### src/rtl/wb_ctrl.sv
// Writeback controller for the 4x9 register file: merges ALU results with in-order load
// responses, tracks outstanding loads per register and raises decode stalls on hazards.
module wb_ctrl #(
    parameter int unsigned LQ_DEPTH = 2
) (
    input  logic       clk,
    input  logic       rst,
    input  logic       alu_valid,
    input  logic [1:0] alu_dst,
    input  logic [7:0] alu_f,
    input  logic       alu_ovf,
    input  logic       ld_issue,
    input  logic [1:0] ld_dst,
    input  logic       ld_valid,
    output logic       ld_ready,
    input  logic [7:0] ld_data,
    input  logic [1:0] rd0_addr,
    input  logic [1:0] rd1_addr,
    output logic       stall,
    output logic [3:0] busy,
    output logic       wr_en,
    output logic [1:0] wr_addr,
    output logic [8:0] wr_data,
    output logic       err
);

    localparam int unsigned AddrW = (LQ_DEPTH > 1) ? $clog2(LQ_DEPTH) : 1;
    localparam logic [AddrW:0] PtrOne = 1;

    logic [1:0] tag_mem  [LQ_DEPTH];
    logic [9:0] resp_mem [LQ_DEPTH];

    logic [AddrW:0] tag_wptr_q, tag_rptr_q, resp_wptr_q, resp_rptr_q;
    logic [3:0]     busy_q, busy_d;
    logic           wr_en_q, wr_en_d, wr_ld_q, wr_ld_d, err_q, err_d;
    logic [1:0]     wr_addr_q, wr_addr_d;
    logic [8:0]     wr_data_q, wr_data_d;

    logic       tag_empty, tag_full, resp_empty, resp_full;
    logic       ld_accept, ld_hs, alu_win, resp_pop, tag_pop;
    logic [9:0] resp_head;

    // Extra pointer bit distinguishes full from empty when the index bits match.
    assign tag_empty  = (tag_wptr_q == tag_rptr_q);
    assign tag_full   = (tag_wptr_q[AddrW] != tag_rptr_q[AddrW]) &&
                        (tag_wptr_q[AddrW-1:0] == tag_rptr_q[AddrW-1:0]);
    assign resp_empty = (resp_wptr_q == resp_rptr_q);
    assign resp_full  = (resp_wptr_q[AddrW] != resp_rptr_q[AddrW]) &&
                        (resp_wptr_q[AddrW-1:0] == resp_rptr_q[AddrW-1:0]);
    assign resp_head  = resp_mem[resp_rptr_q[AddrW-1:0]];
    assign tag_pop    = ld_hs && !tag_empty;

    always_comb begin
        ld_ready  = 1'b0;
        ld_accept = 1'b0;
        ld_hs     = 1'b0;
        alu_win   = 1'b0;
        resp_pop  = 1'b0;
        stall     = 1'b0;
        if (!rst) begin
            ld_ready  = !resp_full;
            ld_accept = ld_issue && !tag_full && !busy_q[ld_dst];
            ld_hs     = ld_valid && !resp_full;
            alu_win   = alu_valid && !resp_full && !busy_q[alu_dst];
            resp_pop  = !alu_win && !resp_empty;
            stall     = busy_q[rd0_addr] | busy_q[rd1_addr] |
                        (ld_issue && !ld_accept) | (alu_valid && !alu_win);
        end
    end

    always_comb begin
        busy_d    = busy_q;
        err_d     = err_q | (ld_hs && tag_empty);
        wr_en_d   = alu_win | resp_pop;
        wr_ld_d   = resp_pop;
        wr_addr_d = wr_addr_q;
        wr_data_d = wr_data_q;
        // The busy bit drops only once the load value has actually been committed.
        if (wr_en_q && wr_ld_q) begin
            busy_d[wr_addr_q] = 1'b0;
        end
        if (ld_accept) begin
            busy_d[ld_dst] = 1'b1;
        end
        if (resp_pop) begin
            wr_addr_d = resp_head[9:8];
            wr_data_d = {1'b0, resp_head[7:0]};
        end else if (alu_win) begin
            wr_addr_d = alu_dst;
            wr_data_d = {alu_ovf, alu_f};
        end
    end

    always_ff @(posedge clk) begin
        if (rst) begin
            tag_wptr_q  <= '0;
            tag_rptr_q  <= '0;
            resp_wptr_q <= '0;
            resp_rptr_q <= '0;
            busy_q      <= '0;
            wr_en_q     <= 1'b0;
            wr_ld_q     <= 1'b0;
            wr_addr_q   <= '0;
            wr_data_q   <= '0;
            err_q       <= 1'b0;
        end else begin
            if (ld_accept) tag_wptr_q  <= tag_wptr_q + PtrOne;
            if (tag_pop)   tag_rptr_q  <= tag_rptr_q + PtrOne;
            if (tag_pop)   resp_wptr_q <= resp_wptr_q + PtrOne;
            if (resp_pop)  resp_rptr_q <= resp_rptr_q + PtrOne;
            busy_q    <= busy_d;
            wr_en_q   <= wr_en_d;
            wr_ld_q   <= wr_ld_d;
            wr_addr_q <= wr_addr_d;
            wr_data_q <= wr_data_d;
            err_q     <= err_d;
        end
    end

    always_ff @(posedge clk) begin
        if (ld_accept) tag_mem[tag_wptr_q[AddrW-1:0]] <= ld_dst;
        if (tag_pop) resp_mem[resp_wptr_q[AddrW-1:0]] <= {tag_mem[tag_rptr_q[AddrW-1:0]], ld_data};
    end

    assign busy    = busy_q;
    assign wr_en   = wr_en_q;
    assign wr_addr = wr_addr_q;
    assign wr_data = wr_data_q;
    assign err     = err_q;

endmodule
### config.mk
export PLATFORM = sky130hd
export DESIGN_NAME = wb_ctrl
export DESIGN_NICKNAME = d
export VERILOG_FILES = /design/src/rtl/wb_ctrl.sv
export SDC_FILE = /design/constraint.sdc
export NUM_CORES = 1
export LEC_CHECK = 0
export CAP_MARGIN = 5
export CORE_ASPECT_RATIO = 0.6
export CORE_MARGIN = 10
export CORE_UTILIZATION = 50
export CTS_BUF_LIST = sky130_fd_sc_hd__clkbuf_4 sky130_fd_sc_hd__clkbuf_8
export DETAILED_ROUTE_END_ITERATION = 8
export HOLD_SLACK_MARGIN = 0.08
export MAX_ROUTING_LAYER = met4
export PLACE_DENSITY = 0.84
export SYNTH_ARGS = -nofsm -noshare
export SYNTH_HDL_FRONTEND = slang
export SYNTH_SLANG_ARGS = --single-unit
### constraint.sdc
create_clock -name clk -period 3.8 [get_ports clk]
set_input_delay 0.76 -clock clk [delete_from_list [all_inputs] [get_ports clk]]
set_output_delay 0.76 -clock clk [all_outputs]
set_load 0.05 [all_outputs]
# Word level (Yosys, flattened, before mapping)
# Memories as Yosys holds them, arrays and structs flattened. A register that Yosys moved wholly into a read port is not among the register bits.
# Index checks and enable logic that the tools add are counted.
[op_classes] n_addsub=4 mul=0 n_div=0 magnitude_cmp=7 eq_ne=6 shifts=0 mux=32 bitwise_logic=8 reduce_logical=25
[ops] operator="$mux W1" n=20
[ops] operator="$mux W8" n=2
[ops] operator="$logic_and A1 B1 Y1" n=15
[ops] operator="$lt A2 B3 Y1 const B" n=5
[ops] operator="$add A2 B1 Y2 const B" n=4
[ops] operator="$bmux W1 S2" n=4
[ops] operator="$logic_not A1 Y1" n=8
[ops] operator="$mux W4" n=2
[ops] operator="$or A1 B1 Y1" n=5
[ops] operator="$and A4 B4 Y4" n=1
[ops] operator="$demux W1 S2" n=2
[ops] operator="$eq A2 B2 Y1" n=2
[ops] operator="$ge A2 B1 Y1 const B" n=2
[ops] operator="$mux W2" n=2
[ops] operator="$not A4 Y4" n=1
[ops] operator="$or A4 B4 Y4" n=1
[ops] operator="$eq A1 B1 Y1" n=2
[ops] operator="$ne A1 B1 Y1" n=2
[ops] operator="$reduce_bool A2 Y1" n=1
[ops] operator="$reduce_or A2 Y1" n=1
[totals] regBits=26 latch_bits=0 mem_bits_rw=24 mem_bits_ro=0 inputBits=30 wordCells=95 mem_count=2
[mem_list] memory="resp_mem" depth=2 width=10 rd=1 rd_clocked_by_memory_dff=1 write_ports=1 line="31" rtl="logic [9:0] resp_mem [LQ_DEPTH];"
[mem_list] memory="tag_mem" depth=2 width=2 rd=1 rd_clocked_by_memory_dff=1 write_ports=1 line="30" rtl="logic [1:0] tag_mem [LQ_DEPTH];"

# Longest topological paths before layout
# Gate-level depths: netlist of run 1.
[logic_depth] ltp_word=10 ltp_mapped=6 depth_no_buf=4

# Least setup slack after synthesis of run 1
# No wires, ideal clock.
[synth_timing] path_type="input to output" start="input alu_dst[1]" end="output stall" arrival_ps=2314 required_time_ps=3040 setup_slack_ps=726 path_stages=5 n_path_buf=1 cell_sequence="mux2_2 -> o22a_1 -> buf_2 -> o21ai_1 -> a31oi_1"
[synth_via] elab_chain_cells=8
[synth_lines] item="start, declared" line="9" rtl="input logic [1:0] alu_dst,"
[synth_lines] item="$bmux W1 S2" line="64" rtl="alu_win = alu_valid && !resp_full && !busy_q[alu_dst];"
[synth_lines] item="$mux W1 (implied by the code)" line="64"
[synth_lines] item="$logic_not A1 Y1" line="64"
[synth_lines] item="$logic_and A1 B1 Y1" line="64"
[synth_lines] item="$logic_not A1 Y1" line="67" rtl="(ld_issue && !ld_accept) | (alu_valid && !alu_win);"
[synth_lines] item="$logic_and A1 B1 Y1" line="67"
[synth_lines] item="$or A1 B1 Y1" line="67"
[synth_lines] item="$mux W1" line="60" rtl="if (!rst) begin"
[synth_lines] item="end, declared" line="19" rtl="output logic stall,"
# Every way passes these cells. The select of a mux whose other input is x is not followed.

# Final worst setup path of run 1
# Ends and elaborated chain as after synthesis.

==> results by group, run 1 <==
Power and ir drop
  • Comb pwr share: 0.443
  • Power density of the placed cells: between 600 and 700 nW/um^2
  • NetSw: between 800 and 900 uW
  • Clock Power Share: 0.151
  • Sw Ratio: 0.415
  • Flop pwr share: 0.406
  • Leak pwr: 0.00104 uW
  • Internal power: 1200 uW
  • Tot Pwr: 2050 uW
  • Worst IR Drop VDD: 0.460 mV

Clock network
  • CTS max path bufs: 2
  • Root Driver: clkbuf_8
  • Hold buffers post-CTS: 0
  • H-tree depth: 2
  • CTS Sinks: 52
  • Post-CTS Setup Bufs: 0
  • Num CTS Buffers: 5
  • Cts repair resizes: 0
  • CTS tree: yes
  • Clock Latency Late Sink: 310 ps
  • Clock slew at reported path FFs: 90 ps

Floorplanning
  • Core area: 4540 um^2
  • Initial Util: 0.513
  • Die area: 7880 um^2
  • Rows: 19
  • # IOs: 49
  • Die Ht: about 73 um
  • Die width: 108 um

Flow run
  • Max-Cap Viols: 0

Route
  • WL per Instance: ~18 um
  • Vias: approximately 1800
  • # DRC: 0
  • DR vias/cell: 5.65
  • Routed Antenna Nets: 0
  • WL final: 5.56 mm
  • DR iter-0 viols: 135
  • 1st-pass router iterations: 5

Global routing
  • Total track usage: 0.146
  • Met1 usage in global routing: 0.196
  • GRT met2 Usage: 0.209
  • Number of global-route vias before repair: 1713
  • Pin count of the biggest net entering global routing: 19
  • First-pass GRT wire length: 8.73 mm
  • Initial antenna violation count: 0
  • Gr busiest metal: met2
  • Met3 GRT Util: 0.0423
  • Total congestion overflow: 0

Worst hold path
  • Hold Path Sink: err$_SDFF_PP0_
  • Hold path start: err$_SDFF_PP0_
  • Hold depth: 1
  • Hold WC Path Type: reg2reg

Finish
  • Seq. cell area: 1280 um^2
  • Synth-to-layout area growth: 27.4%
  • Diode count: 0
  • NumNets Final: 281
  • Area taken by multi-input logic gates: about 970 um^2
  • Fraction of layout cells with a size suffix above 1: 0.107
  • # fillers: 338

Synthesis
  • Top cell type's share of synthesized area: 0.309
  • Seq cells post-synth: 52
  • EDFF count, synth: 24
  • Ys async rst share: 0
  • Ys Warns: 0
  • Ys flop type: dfxtp_1
  • Leading post-synthesis cells by cell area: edfxtp_1, dfxtp_1, mux2i_1
  • Sequential fraction of the synthesis area: 0.550
  • Post-synth cell types: 42
  • Mapped Nets: between 200 and 250
  • Cells after Synth: 203
  • Synthesized cell area: between 2000 and 2500 um^2
  • Cell taking the most area after synthesis: edfxtp_1
  • Avg Cell Area, Syn: 11.5 um^2

Timing
  • Min Tclk post-route: approximately 3300 ps
  • Final Max Tran Viols: 0
  • Worst-margin pin slew: between 1000 and 1500 ps
  • Slew headroom: 0.274
  • Setup TNS: 0 ps
  • RSZ-0062 raised after global routing: no
  • Setup violators final: 0
  • Hold slack: 490 ps
  • Final Cycle Share: 0.873
  • Fmax: between 300 and 400 MHz
  • Final hold vios: 0
  • Clock Skews: just under 6 ps

Critical path
  • RR Startpoint: resp_rptr_q[0]$_SDFFE_PP0N_
  • Slowest-stage cell, CP: clkdlybuf4s50_1
  • R2R Setup Slk: 1260 ps
  • Worst Setup SP: alu_dst[1]
  • Critical path arrival: 2560 ps
  • Slowest stage delay, CP: between 500 and 600 ps
  • Setup Crit Path Kind: in2out
  • CP max FO: 14
  • Crit Reg-Reg Endpoint: resp_mem[0][7]$_DFFE_PP_
  • Crit path max-delay family: compound AO/OA/AOI/OAI gates
  • Worst endpoint required time: 3040 ps
  • R2R cell count: 5
  • CP cell instances: clkdlybuf4s50_1 -> mux2_2 -> o22a_1 -> o21ai_1 -> a31oi_1 -> buf_12
  • Critical path buffers and inverters: 2
  • CP endpoint kind: primary output
  • Setup crit start kind: input port

Placed design
  • Gpl congestion: 0.887
  • Port buffer count: 48
  • DP HPWL: roughly 4 mm

Status
  • Status: finished, final reports clean
-- registers in the layout, summed over array words and instances (netlist names), named ones only --
register,flops
busy,4
err,1
resp_mem,20
resp_rptr_q,2
resp_wptr_q,2
tag_mem,4
tag_rptr_q,2
tag_wptr_q,2
wr_addr,2
wr_data,9
wr_en,1
wr_ld_q,1
-- cell type report --
cell class / instances / share of cell area
sequential: 52 / 0.432
clock inverter: 2 / 0.00421
clock buffer: 6 / 0.0257
tap: 63 / 0.0265
inverter: 5 / 0.00632
timing repair buffer: 53 / 0.178
multi-input combinational: 134 / 0.328
-- per-stage QoR --
stage,setup WS [ps],area [um^2],std cells,util
after global routing,400,2970,315,0.654
after global placement,487,2880,307,0.634
after CTS,486,2970,315,0.654
final,482,2970,315,0.654
after floorplan,726,2330,203,-
after detailed placement,492,2880,307,0.634
-- synthesized netlist by cell type (all sizes together) (3+ instances only) --
library cell,n
inv,4
mux4,3
mux2i,14
nand2,13
edfxtp,24
o21ai,13
a31oi,4
buf,6
o221ai,10
xnor2,6
a21oi,11
xor2,3
dfxtp,28
nor2,11
mux2,6
clkbuf,5
nand3,14
-- layout by cell type, fill, tap and decap left out, types with 2 or more instances in the layout --
cell type	count
edfxtp_1	24
o221ai_1	10
o21ai_1	2
nand3_1	14
a31oi_1	4
nor2b_1	2
xnor2_1	6
dfxtp_1	28
mux2i_1	14
mux2_2	6
a21oi_1	11
and3_1	2
o31ai_1	2
o21ai_0	11
nand2b_1	2
clkbuf_8	5
xor2_1	2
mux4_2	3
a211oi_1	2
clkdlybuf4s50_1	47
buf_4	5
inv_1	4
nor2_1	11
nand2_1	13
-- cells by family (layout without fill, tap and decap cells) --
kind of cell	Yosys count	count (layout)	share of synthesized area
buffers and inverters	17	66	0.0327
XOR/XNOR	9	9	0.0370
AND/OR/NAND/NOR	48	48	0.0972
flip-flops	52	52	0.550
AO/OA/AOI/OAI	54	54	0.165
multiplexers	23	23	0.118
-- worst max path at each step --
stage,to,cells past startpoint
finish,stall,6
global route,stall,6
CTS,stall,6
detailed placement,stall,6
global placement,stall,6
floorplan,stall,5
-- metal layers --
layer	part of all wire	wire length, um
met5	0	0
met1	0.46	2550
met4	0.0061	34
met3	0.093	518
met2	0.44	2450
-- power groups by stage --
stage	combinational [uW]	sequential [uW]	clock, uW
finish	911	834	310
global route	977	852	339
CTS	906	833	313
detailed placement	900	845	0
global placement	880	840	0
floorplan	473	984	0
Note: power is estimated with default switching activity, not from simulation.
==> inputs of run 2 (changes only) <==
--- a/config.mk
+++ b/config.mk
@@ -5,7 +5,7 @@
 export SDC_FILE = /design/constraint.sdc
 export NUM_CORES = 1
 export LEC_CHECK = 0
-export CAP_MARGIN = 5
+export CAP_MARGIN = 20
 export CORE_ASPECT_RATIO = 0.6
 export CORE_MARGIN = 10
 export CORE_UTILIZATION = 50
==> constraint.sdc (replaced) <==
create_clock -name clk -period 4.3 [get_ports clk]
set_input_delay 0.86 -clock clk [delete_from_list [all_inputs] [get_ports clk]]
set_output_delay 0.86 -clock clk [all_outputs]
set_load 0.1 [all_outputs]
==> run 2 against run 1 <==
Against the previous run: register-to-register slack better by 570 ps; first-iteration DRC count up 44%; sequential share of layout area up 0.15 points; clock power down 7.7%; cell count down 0.63%; flip-flop and latch count unchanged; power down 2.5%; via count up 2.1%; sequential power down 12%; global-route usage down 0.46 points.
==> results by group, run 2 (synthesized netlist as in run 1, its figures left out) <==
Status
  • Status: finished, final reports clean (unchanged)

Worst hold path
  • Hold depth: 1 (unchanged)
  • Hold path start: err$_SDFF_PP0_ (unchanged)
  • Hold Path Sink: err$_SDFF_PP0_ (unchanged)
  • Hold WC Path Type: reg2reg (unchanged)

Timing
  • Final hold vios: 0 (unchanged)
  • Slew headroom: 0.341 (was 0.274)
  • RSZ-0062 raised after global routing: no (unchanged)
  • Setup WS post-layout: 726 ps (was 482 ps)
  • Worst-margin pin slew: 985 ps (was 1080 ps)
  • Setup violators final: 0 (unchanged)
  • Setup TNS: 0 ps (unchanged)
  • Final Cycle Share: 0.831
  • Min Tclk post-route: between 3000 and 4000 ps
  • Clock Skews: 5.92 ps (about the same)
  • Fmax: 280 MHz
  • Final Max Tran Viols: 0 (unchanged)
  • Hold slack: 483 ps (was 490 ps)

Placed design
  • DP HPWL: 3.98 mm (was 4.10 mm)
  • Gpl congestion: 0.873 (was 0.887)
  • Dpl ws: 733 ps (was 492 ps)
  • Port buffer count: 48 (unchanged)
  • Cell Area, Placed: 2860 um^2 (was 2880 um^2)

Finish
  • NumNets Final: 279 (was 281)
  • Leading cell type in the layout, fill and taps excluded: clkdlybuf4s50_1 (unchanged)
  • Fraction of layout cells with a size suffix above 1: 0.104 (was 0.107)
  • Most frequent cells in the layout: clkdlybuf4s50_1, dfxtp_1, edfxtp_1 (unchanged)
  • Max reg flops: 20 (unchanged)
  • Synth-to-layout area growth: 26.9% (was 27.4%)
  • Diode count: 0 (unchanged)
  • Design area: 2960 um^2 (was 2970 um^2)
  • Core Util, Final: 0.652 (was 0.654)
  • # fillers: 360 (was 338)

Critical path
  • R2R cell count: 3 (was 5)
  • Slowest-stage cell, CP: o22a_1 (was clkdlybuf4s50_1)
  • Crit path max-delay family: compound AO/OA/AOI/OAI gates (unchanged)
  • Slowest stage delay, CP: 470 ps (was 510 ps)
  • Worst endpoint required time: 3440 ps (was 3040 ps)
  • Crit Reg-Reg Endpoint: resp_mem[1][7]$_DFFE_PP_ (was resp_mem[0][7]$_DFFE_PP_)
  • Setup crit start kind: input port (unchanged)
  • CP endpoint kind: primary output (unchanged)
  • Critical path arrival: 2710 ps (was 2560 ps)
  • CP max FO: 14 (unchanged)
  • R2R Setup Slk: 1830 ps (was 1260 ps)
  • Critical path buffers and inverters: 2 (unchanged)
  • Setup Crit Path Kind: in2out (unchanged)
  • RR Startpoint: resp_rptr_q[0]$_SDFFE_PP0N_ (unchanged)
  • CP cell instances: clkdlybuf4s50_1 -> mux2_2 -> o22a_1 -> o21ai_1 -> a31oi_1 -> buf_12 (unchanged)

Power and ir drop
  • Comb pwr share: 0.491 (was 0.443)
  • Clock Power Share: 0.143 (was 0.151)
  • Power density of the placed cells: 677 nW/um^2 (was 692 nW/um^2)
  • Leak pwr: 0.00104 uW (about the same)
  • NetSw: 954 uW (was 852 uW)
  • Worst IR Drop VDD: 0.469 mV (was 0.460 mV)
  • Sw Ratio: 0.476 (was 0.415)
  • Flop pwr share: 0.367 (was 0.406)
  • Internal power: 1050 uW (was 1200 uW)

Clock network
  • Post-CTS Setup Bufs: 0 (unchanged)
  • Cts repair resizes: 0 (unchanged)
  • Clock slew at reported path FFs: 100 ps (was 90 ps)
  • Clock Latency Late Sink: 300 ps (was 310 ps)
  • Num CTS Buffers: 5 (unchanged)
  • CTS Sinks: 52 (unchanged)
  • H-tree depth: 2 (unchanged)
  • CTS tree: yes (unchanged)
  • CTS max path bufs: 2 (unchanged)
  • Hold buffers post-CTS: 0 (unchanged)
  • Root Driver: clkbuf_8 (unchanged)

Floorplanning
  • Die width: 108 um (unchanged)
  • Die Ht: 72.9 um (unchanged)
  • # IOs: 49 (unchanged)
  • Rows: 19 (unchanged)
  • Die area: 7880 um^2 (unchanged)
  • Initial Util: 0.513 (unchanged)
  • Core area: 4540 um^2 (unchanged)

Route
  • 1st-pass router iterations: 7 (was 5)
  • WL per Instance: 17.2 um (was 17.6 um)
  • # DRC: 0 (unchanged)
  • WL final: 5.38 mm (was 5.56 mm)
  • DR vias/cell: 5.81 (was 5.65)
  • Vias: 1819 (was 1781)
  • Routed Antenna Nets: 0 (unchanged)
  • DR iter-0 viols: 195 (was 135)

Global routing
  • Pin count of the biggest net entering global routing: 23 (was 19)
  • Total track usage: 0.141 (was 0.146)
  • Number of global-route vias before repair: 1676 (was 1713)
  • Total congestion overflow: 0 (unchanged)
  • First-pass GRT wire length: 8.57 mm (was 8.73 mm)
  • Initial antenna violation count: 0 (unchanged)

Flow run
  • Max-Cap Viols: 0 (unchanged)
-- run 2: worst max path at each step --
stage | to | start | depth (start not counted)
after floorplan | stall | busy[1]$_SDFF_PP0_ | 5
after global placement | stall | alu_dst[1] | 6
after detailed placement | stall | alu_dst[1] | 6
after CTS | stall | alu_dst[1] | 6
after global routing | stall | resp_rptr_q[0]$_SDFFE_PP0N_ | 5
final | stall | alu_dst[1] | 6
-- run 2: final cells by class --
type	instances	area, um^2	share of cell area
Sequential cell	52	1280	0.433
Multi-Input combinational cell	134	973	0.329
Timing Repair Buffer	51	510	0.173
Tap cell	63	78.8	0.0266
Clock buffer	5	68.8	0.0233
Clock inverter	3	27.5	0.00930
Inverter	5	18.8	0.00634
-- run 2: through the flow --
stage          cells  total power [uW]
3_5_place_dp     305              1720
3_3_place_gp     305              1700
4_1_cts          313              2010
2_1_floorplan    203              1490
5_1_grt          313              2100
6_report         313              2000
-- run 2: power by group through the flow --
stage                     registers [uW]  logic (uW)  clock network (uW)
final                                735         983                 286
after global routing                 751        1040                 309
after CTS                            735         979                 292
after detailed placement             746         976                   0
after global placement               743         961                   0
after floorplan                     1050         434                   0
-- run 2: per-layer routing --
metal	routed length [um]	share of wire	up-vias	track usage
met5	0	0	-	-
met4	40	0.0074	0	0.0324
li1	-	-	868	-
met3	422	0.078	7	0.0362
met1	2560	0.48	855	0.194
met2	2350	0.44	89	0.202
